<file path="src/rtl/i2c_reg_pkg.sv">
// i2c_reg_pkg: FSM state encoding and default parameter values shared by
// the register sequencer and anything that instantiates it.
package i2c_reg_pkg;

    // Default parameter values.
    localparam int AW_DEF     = 6;  // register address width
    localparam int DW_DEF     = 8;  // register data width
    localparam int LW_DEF     = 4;  // burst-length field width
    localparam int RD_LAT_DEF = 1;  // rd strobe to valid read data, 1..15
    localparam int GAP_DEF    = 0;  // idle cycles between beats

    // Width of the shared RDWAIT/GAP down-counter; holds RD_LAT-1 (<= 14)
    // and GAP-1, so GAP is usable up to 256.
    localparam int WAIT_W = 8;

    // FSM state encoding.
    localparam logic [2:0] ST_IDLE   = 3'd0;
    localparam logic [2:0] ST_SETUP  = 3'd1;
    localparam logic [2:0] ST_STROBE = 3'd2;
    localparam logic [2:0] ST_RDWAIT = 3'd3;
    localparam logic [2:0] ST_RSP    = 3'd4;
    localparam logic [2:0] ST_GAP    = 3'd5;

endpackage

</file>
<file path="src/rtl/i2c_reg_seq.sv">
// i2c_reg_seq: turns a burst command (read or write, optional address
// auto-increment, 1..2^LW beats) into single-cycle register strobes, and
// returns one response per read beat or one acknowledge per write burst.
// Every output is a flop; the FSM decides the next state combinationally
// and the output flops are loaded from that decision.
module i2c_reg_seq
    import i2c_reg_pkg::*;
#(
    parameter int AW     = AW_DEF,
    parameter int DW     = DW_DEF,
    parameter int LW     = LW_DEF,
    parameter int RD_LAT = RD_LAT_DEF,
    parameter int GAP    = GAP_DEF
) (
    input  logic          i_sysclk,
    input  logic          i_reset,
    // command channel
    input  logic          i_cmd_valid,
    output logic          o_cmd_ready,
    input  logic          i_cmd_write,
    input  logic          i_cmd_inc,
    input  logic [AW-1:0] i_cmd_addr,
    input  logic [LW-1:0] i_cmd_len,
    // write-data channel
    input  logic          i_wd_valid,
    output logic          o_wd_ready,
    input  logic [DW-1:0] i_wd_data,
    // register file port
    output logic          o_wr_ena,
    output logic [AW-1:0] o_wr_addr,
    output logic [DW-1:0] o_wr_data,
    output logic          o_rd_ena,
    output logic [AW-1:0] o_rd_addr,
    input  logic [DW-1:0] i_rd_data,
    // response channel
    output logic          o_rsp_valid,
    input  logic          i_rsp_ready,
    output logic [DW-1:0] o_rsp_data,
    output logic          o_rsp_last
);

    // Latched command and progress counters.
    logic [2:0]        r_state;
    logic              r_write;
    logic              r_inc;
    logic [AW-1:0]     r_addr;        // address of the current beat
    logic [LW-1:0]     r_beats_left;  // beats remaining after the current one
    logic [WAIT_W-1:0] r_wait;        // RDWAIT / GAP down-counter

    // Next-state decision and beat bookkeeping.
    logic [2:0]    w_state_nxt;
    logic          w_final;
    logic          w_accept;
    logic          w_next_beat;
    logic          w_beat_write;
    logic [AW-1:0] w_beat_addr;

    assign w_final      = (r_beats_left == '0);
    assign w_accept     = (r_state == ST_IDLE) && i_cmd_valid;
    // Entering SETUP from anywhere other than IDLE/SETUP starts a follow-on beat.
    assign w_next_beat  = (w_state_nxt == ST_SETUP) && (r_state != ST_SETUP)
                          && (r_state != ST_IDLE);
    assign w_beat_write = w_accept ? i_cmd_write : r_write;
    // Address arithmetic is AW bits wide, so 0x3F + 1 wraps to 0x00.
    assign w_beat_addr  = w_accept ? i_cmd_addr
                                   : (r_inc ? r_addr + AW'(1) : r_addr);

    // Next-state logic for the beat sequencer.
    always_comb begin
        // NOTE: assigning a default before the case means every path drives
        // w_state_nxt, so no latch is inferred for unlisted conditions.
        w_state_nxt = r_state;
        case (r_state)
            ST_IDLE: begin
                if (i_cmd_valid) w_state_nxt = ST_SETUP;
            end
            ST_SETUP: begin
                // Reads spend one cycle here; writes wait for a data beat.
                if (!r_write || i_wd_valid) w_state_nxt = ST_STROBE;
            end
            ST_STROBE: begin
                if (!r_write)     w_state_nxt = ST_RDWAIT;
                else if (w_final) w_state_nxt = ST_RSP;
                else if (GAP == 0) w_state_nxt = ST_SETUP;
                else              w_state_nxt = ST_GAP;
            end
            ST_RDWAIT: begin
                if (r_wait == '0) w_state_nxt = ST_RSP;
            end
            ST_RSP: begin
                if (i_rsp_ready) begin
                    if (w_final)       w_state_nxt = ST_IDLE;
                    else if (GAP == 0) w_state_nxt = ST_SETUP;
                    else               w_state_nxt = ST_GAP;
                end
            end
            ST_GAP: begin
                if (r_wait == '0) w_state_nxt = ST_SETUP;
            end
            default: w_state_nxt = ST_IDLE;
        endcase
    end

    // State, latched command, beat/wait counters and strobe/handshake flops.
    always_ff @(posedge i_sysclk) begin
        // NOTE: sequential state uses non-blocking assignments so every flop
        // samples the pre-edge values, independent of statement order.
        if (i_reset) begin
            r_state      <= ST_IDLE;
            r_write      <= 1'b0;
            r_inc        <= 1'b0;
            r_addr       <= '0;
            r_beats_left <= '0;
            r_wait       <= '0;
            o_cmd_ready  <= 1'b1;
            o_wd_ready   <= 1'b0;
            o_wr_ena     <= 1'b0;
            o_rd_ena     <= 1'b0;
        end else begin
            r_state     <= w_state_nxt;
            o_cmd_ready <= (w_state_nxt == ST_IDLE);
            o_wd_ready  <= (w_state_nxt == ST_SETUP) && w_beat_write;
            o_wr_ena    <= (w_state_nxt == ST_STROBE) && r_write;
            o_rd_ena    <= (w_state_nxt == ST_STROBE) && !r_write;

            if (w_accept) begin
                r_write      <= i_cmd_write;
                r_inc        <= i_cmd_inc;
                r_beats_left <= i_cmd_len;
            end else if (w_next_beat) begin
                r_beats_left <= r_beats_left - LW'(1);
            end

            if (w_accept || w_next_beat) begin
                r_addr <= w_beat_addr;
            end

            // Load the RDWAIT or GAP length on entry, then count down to 0.
            if (r_state == ST_STROBE && w_state_nxt == ST_RDWAIT) begin
                r_wait <= WAIT_W'(RD_LAT - 1);
            end else if (w_state_nxt == ST_GAP && r_state != ST_GAP) begin
                r_wait <= WAIT_W'(GAP - 1);
            end else if (r_wait != '0) begin
                r_wait <= r_wait - WAIT_W'(1);
            end
        end
    end

    // Register-port address/data and response channel flops.
    always_ff @(posedge i_sysclk) begin
        if (i_reset) begin
            o_wr_addr   <= '0;
            o_wr_data   <= '0;
            o_rd_addr   <= '0;
            o_rsp_valid <= 1'b0;
            o_rsp_data  <= '0;
            o_rsp_last  <= 1'b0;
        end else begin
            // The beat address is presented on entry to SETUP and then held
            // untouched through STROBE.
            if (w_accept || w_next_beat) begin
                if (w_beat_write) o_wr_addr <= w_beat_addr;
                else              o_rd_addr <= w_beat_addr;
            end

            if (r_state == ST_SETUP && r_write && i_wd_valid) begin
                o_wr_data <= i_wd_data;
            end

            if (r_state == ST_RDWAIT && w_state_nxt == ST_RSP) begin
                o_rsp_valid <= 1'b1;
                o_rsp_data  <= i_rd_data;
                o_rsp_last  <= w_final;
            end else if (r_state == ST_STROBE && w_state_nxt == ST_RSP) begin
                // Write acknowledge: only issued after the final beat.
                o_rsp_valid <= 1'b1;
                o_rsp_data  <= '0;
                o_rsp_last  <= 1'b1;
            end else if (r_state == ST_RSP && i_rsp_ready) begin
                o_rsp_valid <= 1'b0;
                o_rsp_last  <= 1'b0;
            end
        end
    end

endmodule
</file>
<file path="config.mk">
export PLATFORM = sky130hd
export DESIGN_NAME = i2c_reg_seq
export DESIGN_NICKNAME = d
export VERILOG_FILES = /design/src/rtl/i2c_reg_pkg.sv /design/src/rtl/i2c_reg_seq.sv
export SDC_FILE = /design/constraint.sdc
export NUM_CORES = 1
export LEC_CHECK = 0
export ABC_CLOCK_PERIOD_IN_PS = 2300
export BUFFER_PORTS_ARGS = -buffer_cell sky130_fd_sc_hd__buf_4
export CORE_MARGIN = 4
export CORE_UTILIZATION = 48
export DETAILED_ROUTE_END_ITERATION = 8
export GPL_ROUTABILITY_DRIVEN = 0
export GPL_TIMING_DRIVEN = 0
export PLACE_DENSITY = 0.86
export REMOVE_ABC_BUFFERS = 1
export SLEW_MARGIN = 20
export SYNTH_ARGS = -nofsm -noshare
export SYNTH_HDL_FRONTEND = slang
export SYNTH_SLANG_ARGS = --single-unit
</file>
<file path="constraint.sdc">
create_clock -name i_sysclk -period 2.3 [get_ports i_sysclk]
set_clock_uncertainty 0.05 [all_clocks]
set_input_delay 0.345 -clock i_sysclk [delete_from_list [all_inputs] [get_ports i_sysclk]]
set_output_delay 0.345 -clock i_sysclk [all_outputs]
set_load 0.01 [all_outputs]
</file>
==> metrics.csv, run 1 <==
stage;metric;value;unit
run_status;status;complete, but fails checks;
run_status;failing checks;negative setup slack;
pwr;Flop pwr share;0.417;
pwr;Clock power frac;0.350;
clocking;clock transition at the registers of the reported paths;0.06;ns
logic_synthesis;Synth area leader;dfxtp_1;
route;DR WL/cell;14.85;um
logic_synthesis;area share of fa/ha/maj cells after synthesis;0.01393;
worst_setup_path;CP startpoint kind;flop;
logic_synthesis;synthesized cell area;0.002695;mm2
logic_synthesis;Simple-Gate Fraction of Synth Area;0.2507;
hold_path;worst hold stages;3;
timing;hold slack;0.1986;ns
clocking;clock root cell;clkbuf_8;
route;Residual DRC;0;
worst_setup_path;nature of the critical path endpoint;flop;
final_layout;ant diodes;0;
floorplanning;num rows;27;
pwr;Pwr Total;0.002803;W
grt;first-pass GRT wire length;10880;um
logic_synthesis;EDFF count, synth;0;
final_layout;Layout fillers;402;
final_layout;share of cells above drive strength 1;0.3806;
hold_path;Hold Crit Endpoint;o_wr_data[5];
placed_design;IO Port Bufs;66;
timing;Max Freq;0.4262;GHz
logic_synthesis;most frequent cell after synthesis;dfxtp_1;
logic_synthesis;Yosys top cell area share;0.4234;
route;Vias;2335;
timing;final period utilization;1.020;
worst_setup_path;CP Data Required Time;2.46;ns
final_layout;multi-input logic area;0.001541;mm2
grt;GRT Total Usage;0.1916;
floorplanning;initial cell density of the core;0.4925;
timing;number of setup violations in the final report;6;
logic_synthesis;largest family of logic cells by synthesized area;simple AND/OR/NAND/NOR gates;
grt;initial antenna violation count;0;
job;Max-cap violations;0;
pwr;Net Sw Frac;0.2823;
worst_setup_path;R2R Setup Slk;-0.05;ns
logic_synthesis;distinct cell type count after synthesis;50;
pwr;Leak;1.577;nW
logic_synthesis;Synth Flop Type;dfxtp_1;
pwr;Power per Cell Area;778.7;mW/mm2
worst_setup_path;R2R depth;7;
timing;Final min period;2.346;ns
worst_setup_path;worst r2r dst;o_wr_addr[1];
worst_setup_path;worst path arrival time;2.51;ns
timing;fin worst setup slack;-0.04608;ns
clocking;Clock Sinks;57;
logic_synthesis;largest cells by area after synthesis;dfxtp_1 (42%), nor2_1 (5.8%), mux2_2 (5.0%);
logic_synthesis;Compound-Gate Fraction of Synth Area;0.1267;
timing;worst-margin pin slew;1.069;ns
worst_setup_path;Worst Setup Path Type;reg2reg;
clocking;Skew-Pair Late Insertion Delay;0.33;ns
worst_setup_path;R2R Path Start;r_beats_left[0];
hold_path;class of the worst hold path;in2reg;
logic_synthesis;Yosys reg bits;57;
route;mean number of vias per cell;5.405;
grt;number of global-route vias before repair;2347;
route;initial DRC count;181;
placed_design;DP Area;0.003202;mm2
pwr;P_sw;0.0007913;W
logic_synthesis;Synth Area in XOR/XNOR;0.02925;
grt;global route overflow;0;
final_layout;area delta synth->final;33.57;%
pwr;Peak VDD IR;0.0004163;V
floorplanning;Die X;82.93;um
route;drt pass-1 iters;4;
logic_synthesis;Post-Syn Instances;281;
final_layout;design area;0.003600;mm2
floorplanning;core region area;0.005473;mm2
final_layout;Seq. cell area;0.001150;mm2
final_layout;# nets final;392;
logic_synthesis;most frequent cells after synthesis;dfxtp_1 (57), nor2_1 (42), nor2b_1 (20);
floorplanning;chip height;82.93;um
floorplanning;full die area;0.006877;mm2
worst_setup_path;crit-path max FO;6;
grt;pin count of the biggest net entering global routing;53;
logic_synthesis;register area share after synthesis;0.4234;
logic_synthesis;ys async rst share;0;
logic_synthesis;number of synthesis warnings;0;
clocking;htree depth;3;
timing;Slew Viols, Final;0;
route;routed wire length;6414;um
timing;Final Hold Viols;0;
hold_path;worst min-delay path startpoint;i_wd_data[5];
clocking;TritonCTS clock tree;done;
route;Routed Antenna Nets;0;
pwr;Cell Int Power;0.002012;W
timing;slew margin rel.;0.2815;
pwr;Gate power share;0.233;
logic_synthesis;mux contribution to synthesized area;0.1170;
timing;Setup TNS Final;-0.2357;ns
logic_synthesis;Synth Area per Inst;9.591;um2
floorplanning;IO Pins;67;
clocking;CTS Buffer Depth;2;
timing;RSZ-0062 raised after global routing;yes;
clocking;cts bufs inserted;9;
placed_design;Final HPWL DP;4336;um
power by group through the flow:
stage	Sequential (W)	Combinational (W)	Clock [W]
after floorplan	0.00118	0.000362	0
after global routing	0.00118	0.000712	0.00105
after global placement	0.00118	0.000564	0
after detailed placement	0.00118	0.000591	0
final	0.00117	0.000654	0.000980
after CTS	0.00116	0.000638	0.00101
routing by layer:
| layer | GRT usage | wire length, um | vias to the layer above |
|---|---|---|---|
| li1 | - | - | 1154 |
| met5 | 0 | 0 | - |
| met1 | 0.2205 | 2626 | 1080 |
| met2 | 0.3214 | 3188 | 85 |
| met4 | 0.09510 | 166 | 0 |
| met3 | 0.05754 | 433 | 16 |
sequential cells by signal, summed over array words and instances, names as in the netlist:
name / cells
o_rd_ena: 1
r_addr: 6
o_wr_addr: 6
o_rsp_last: 1
r_write: 1
o_cmd_ready: 1
r_wait: 8
o_wr_ena: 1
r_state: 3
o_rsp_valid: 1
o_wd_ready: 1
o_rd_addr: 6
o_wr_data: 8
r_beats_left: 4
r_inc: 1
o_rsp_data: 8
cells in the final DEF, fill, tap and decap left out, drive strengths merged, types with 3 or more instances in the layout:
cell type	synthesis	routed
a211oi	10	10
a21oi	10	10
a22oi	8	8
a311oi	3	3
buf	4	77
clkbuf	10	13
dfxtp	57	57
ha	3	3
inv	7	7
mux2	18	18
mux2i	9	9
nand2	13	13
nand2b	6	6
nand3	5	5
nand3b	3	4
nand4	3	3
nor2	42	42
nor2b	20	20
nor3	6	6
nor3b	3	3
o21ai	5	5
xnor2	4	4
xor2	5	5
timing repair:
item,CTS,global route
hold endpoints to repair,0,0
buffers inserted,9,2
resized for setup,18,7
gates cloned,1,0
setup endpoints to repair,19,19
hold buffers,0,0
pin swaps,6,6
logic make-up (layout without fill, tap and decap cells):
kind of cell    count (synthesis)  after routing
buf+inv                        21             99
compound gates                 46             46
xor+xnor                        9              9
flops                          57             57
mux                            27             27
fa+ha+maj                       3              3
simple gates                  118            119
worst max-delay path by stage:
stage	depth (start not counted)	startpoint	endpoint	slack [ns]
2_1_floorplan	7	r_wait[0]	o_wr_addr[0]	-0.06
4_1_cts	7	r_wait[0]	o_wr_addr[1]	0.0008
6_report	7	r_beats_left[0]	o_wr_addr[1]	-0.05
5_1_grt	7	r_wait[1]	o_wr_addr[1]	-0.08
3_5_place_dp	7	r_beats_left[0]	o_rd_addr[5]	-0.42
3_3_place_gp	7	r_beats_left[0]	o_rd_addr[4]	-0.32
through the flow:
step / instances / setup slack [ns] / utilization
after floorplan: 267 / -0.06258 / -
after global placement: 405 / -0.3240 / 0.5850
after detailed placement: 405 / -0.4198 / 0.5850
after CTS: 430 / 0.0007971 / 0.6486
after global routing: 432 / -0.07823 / 0.6578
final: 432 / -0.04608 / 0.6578
final cells by class:
type	count	area share
multi-input combinational	204	0.4282
inverter	7	0.007299
clock buffer	13	0.04970
tap	72	0.02503
sequential	57	0.3194
timing repair buffer	77	0.1606
clock inverter	2	0.009732
critical path: stages (launching register included):
cell and delay [ns]:
dfxtp_2 0.34, inv_1 0.06, ha_2 0.20, nor3b_4 0.16, and2_4 0.16, or4b_4 0.53, o31a_4 0.42, mux2_4 0.31
Power figures use the tool's default switching activity.
==> run 2: changes to the inputs <==
--- a/config.mk
+++ b/config.mk
@@ -13,7 +13,6 @@
 export GPL_ROUTABILITY_DRIVEN = 0
 export GPL_TIMING_DRIVEN = 0
 export PLACE_DENSITY = 0.86
-export REMOVE_ABC_BUFFERS = 1
 export SLEW_MARGIN = 20
 export SYNTH_ARGS = -nofsm -noshare
 export SYNTH_HDL_FRONTEND = slang
==> run 2 against run 1 <==
Effect of this change: the run now ends clean; largest power group unchanged; die area unchanged; power up 0.94%; clock power fell by 0.8%; highest routed layer unchanged; maximum frequency is 3.7% higher; flip-flop and latch count stayed put; final cell count increased by 3.0%.
==> metrics.csv, run 2 (synthesized netlist as in run 1, its figures left out) <==
stage;metric;value;unit;change
worst_setup_path;R2R Path Start;r_beats_left[1];;
grt;number of global-route vias before repair;2424;;+3.3%
worst_setup_path;crit-path max FO;6;;unchanged
route;Vias;2390;;+2.4%
grt;GRT Total Usage;0.1942;;+0.002608
logic_synthesis;Synth Net Count;317;;
final_layout;share of cells above drive strength 1;0.3727;;-0.007901
timing;slew margin rel.;0.2737;;-0.007778
route;Routed Antenna Nets;0;;unchanged
final_layout;commonest non-fill, non-tap cell in the layout;buf_4;;
clocking;TritonCTS clock tree;done;;
grt;global route overflow;0;;unchanged
route;initial DRC count;206;;+14%
run_status;status;completed;;
clocking;cts bufs inserted;9;;unchanged
clocking;htree depth;3;;unchanged
hold_path;class of the worst hold path;in2reg;;
final_layout;# nets final;404;;+3.1%
floorplanning;chip height;82.93;um;unchanged
placed_design;Final HPWL DP;4541;um;+4.7%
clocking;Clock Sinks;57;;unchanged
grt;pin count of the biggest net entering global routing;11;;-79%
worst_setup_path;worst path arrival time;2.44;ns;-0.07 ns
timing;worst-margin pin slew;1.080;ns;+0.01157 ns
clocking;Hold Buf Count CTS;0;;unchanged
route;Residual DRC;0;;unchanged
clocking;Skew-Pair Late Insertion Delay;0.34;ns;about the same
worst_setup_path;Worst Setup Path Type;reg2reg;;
final_layout;Seq. cell area;0.001146;mm2;-0.33%
timing;Final Hold Viols;0;;unchanged
hold_path;worst hold stages;3;;unchanged
floorplanning;Die X;82.93;um;unchanged
clocking;clock root cell;clkbuf_8;;
floorplanning;core region area;0.005473;mm2;unchanged
timing;Setup TNS Final;0;ns;+0.2357 ns
worst_setup_path;nature of the critical path endpoint;flop;;
timing;Max Freq;0.4421;GHz;+3.7%
worst_setup_path;CP Data Required Time;2.48;ns;+0.02 ns
final_layout;multi-input logic area;0.001539;mm2;-0.16%
worst_setup_path;worst-path cell chain;inv_1 -> ha_2 -> nor3b_4 -> and2_4 -> or4b_4 -> o31a_4 -> mux2_4;;
worst_setup_path;R2R depth;7;;unchanged
placed_design;DP Area;0.003297;mm2;+3.0%
final_layout;design area;0.003666;mm2;+1.8%
final_layout;Layout fillers;411;;+2.2%
clocking;CTS Buffer Depth;2;;unchanged
timing;final period utilization;0.9834;;-0.03667
worst_setup_path;R2R Setup Slk;0.04;ns;+0.08 ns
grt;initial antenna violation count;0;;unchanged
worst_setup_path;slowest stage delay, CP;0.54;ns;about the same
pwr;Leak;1.609;nW;+2.0%
final_layout;biggest regs;o_rsp_data x8, o_wr_data x8, r_wait x8;;
hold_path;worst min-delay path startpoint;i_wd_data[7];;
final_layout;most frequent cells in the layout;buf_4 (78), dfxtp_1 (53), nor2_1 (42);;
worst_setup_path;CP max stage cell;or4b_4;;
floorplanning;initial cell density of the core;0.4925;;unchanged
route;DR WL/cell;14.92;um;+0.50%
pwr;Power per Cell Area;771.8;mW/mm2;-0.88%
timing;number of setup violations in the final report;0;;-6
pwr;Peak VDD IR;0.0005035;V;+21%
clocking;clock transition at the registers of the reported paths;0.06;ns;about the same
floorplanning;num rows;27;;unchanged
hold_path;Hold Crit Endpoint;o_wr_data[7];;
job;Max-cap violations;0;;unchanged
floorplanning;IO Pins;67;;unchanged
route;drt pass-1 iters;4;;unchanged
placed_design;IO Port Bufs;66;;unchanged
timing;Final min period;2.262;ns;-0.08433 ns
worst_setup_path;CP startpoint kind;flop;;
floorplanning;full die area;0.006877;mm2;unchanged
final_layout;area delta synth->final;36.03;%;
route;mean number of vias per cell;5.371;;-0.63%
final_layout;ant diodes;0;;unchanged
timing;Slew Viols, Final;0;;unchanged
grt;first-pass GRT wire length;10920;um;+0.31%
worst_setup_path;worst r2r dst;o_wr_addr[2];;
route;routed wire length;6640;um;+3.5%
-- run 2: how the worst max path moves through the flow --
stage / from / to / slack, ns
floorplan: r_wait[0] / o_wr_addr[0] / 0.02
global placement: r_beats_left[0] / o_rd_addr[3] / -0.29
detailed placement: r_beats_left[0] / o_rd_addr[2] / -0.29
CTS: r_wait[1] / o_wr_addr[2] / -0.02
global route: r_beats_left[0] / o_wr_addr[5] / -0.003
finish: r_beats_left[1] / o_wr_addr[2] / 0.04
-- run 2: area by class of cell --
type | count | share of cell area
plain buffers | 13 | 0.02150
clock buffers | 14 | 0.04710
repair buffers | 77 | 0.1577
inverters | 7 | 0.007167
flip-flops and latches | 57 | 0.3126
multi-input cells | 203 | 0.4198
clock inverters | 2 | 0.009556
well taps | 72 | 0.02457
-- run 2: routing by layer --
metal / global-route usage / share of wire
met5: 0 / 0
met4: 0.1040 / 0.030
met3: 0.08433 / 0.080
met2: 0.2901 / 0.47
met1: 0.2346 / 0.42
-- run 2: report_power, final --
group          internal, W  switching (W)
registers          0.00108      0.0000631
logic             0.000347       0.000370
clock network     0.000588       0.000384
-- run 2: stage by stage --
stage	total power (W)	instances	hold slack, ns	setup WS (ns)	util
2_1_floorplan	0.001586	281	0.4310	0.02071	-
3_3_place_gp	0.001777	419	0.4254	-0.2882	0.6013
3_5_place_dp	0.001802	419	0.4329	-0.2926	0.6024
4_1_cts	0.002809	443	0.1821	-0.02024	0.6616
5_1_grt	0.002981	445	0.1912	-0.002818	0.6699
6_report	0.002829	445	0.1879	0.03825	0.6699
-- run 2: timing repair --
item	CTS	global route
resized for setup	16	8
endpoints found under the setup margin	19	21
setup buffers	9	2
pin swaps	7	6
-- run 2: worst max-delay path: cells and delay by family, from the launching register on --
family,cells,cell delay [ns]
flip-flops,1,0.35
adder cells (fa/ha/maj),1,0.18
multiplexers,1,0.31
AND/OR/NAND/NOR,3,0.87
AO/OA/AOI/OAI,1,0.35
buffers and inverters,1,0.05
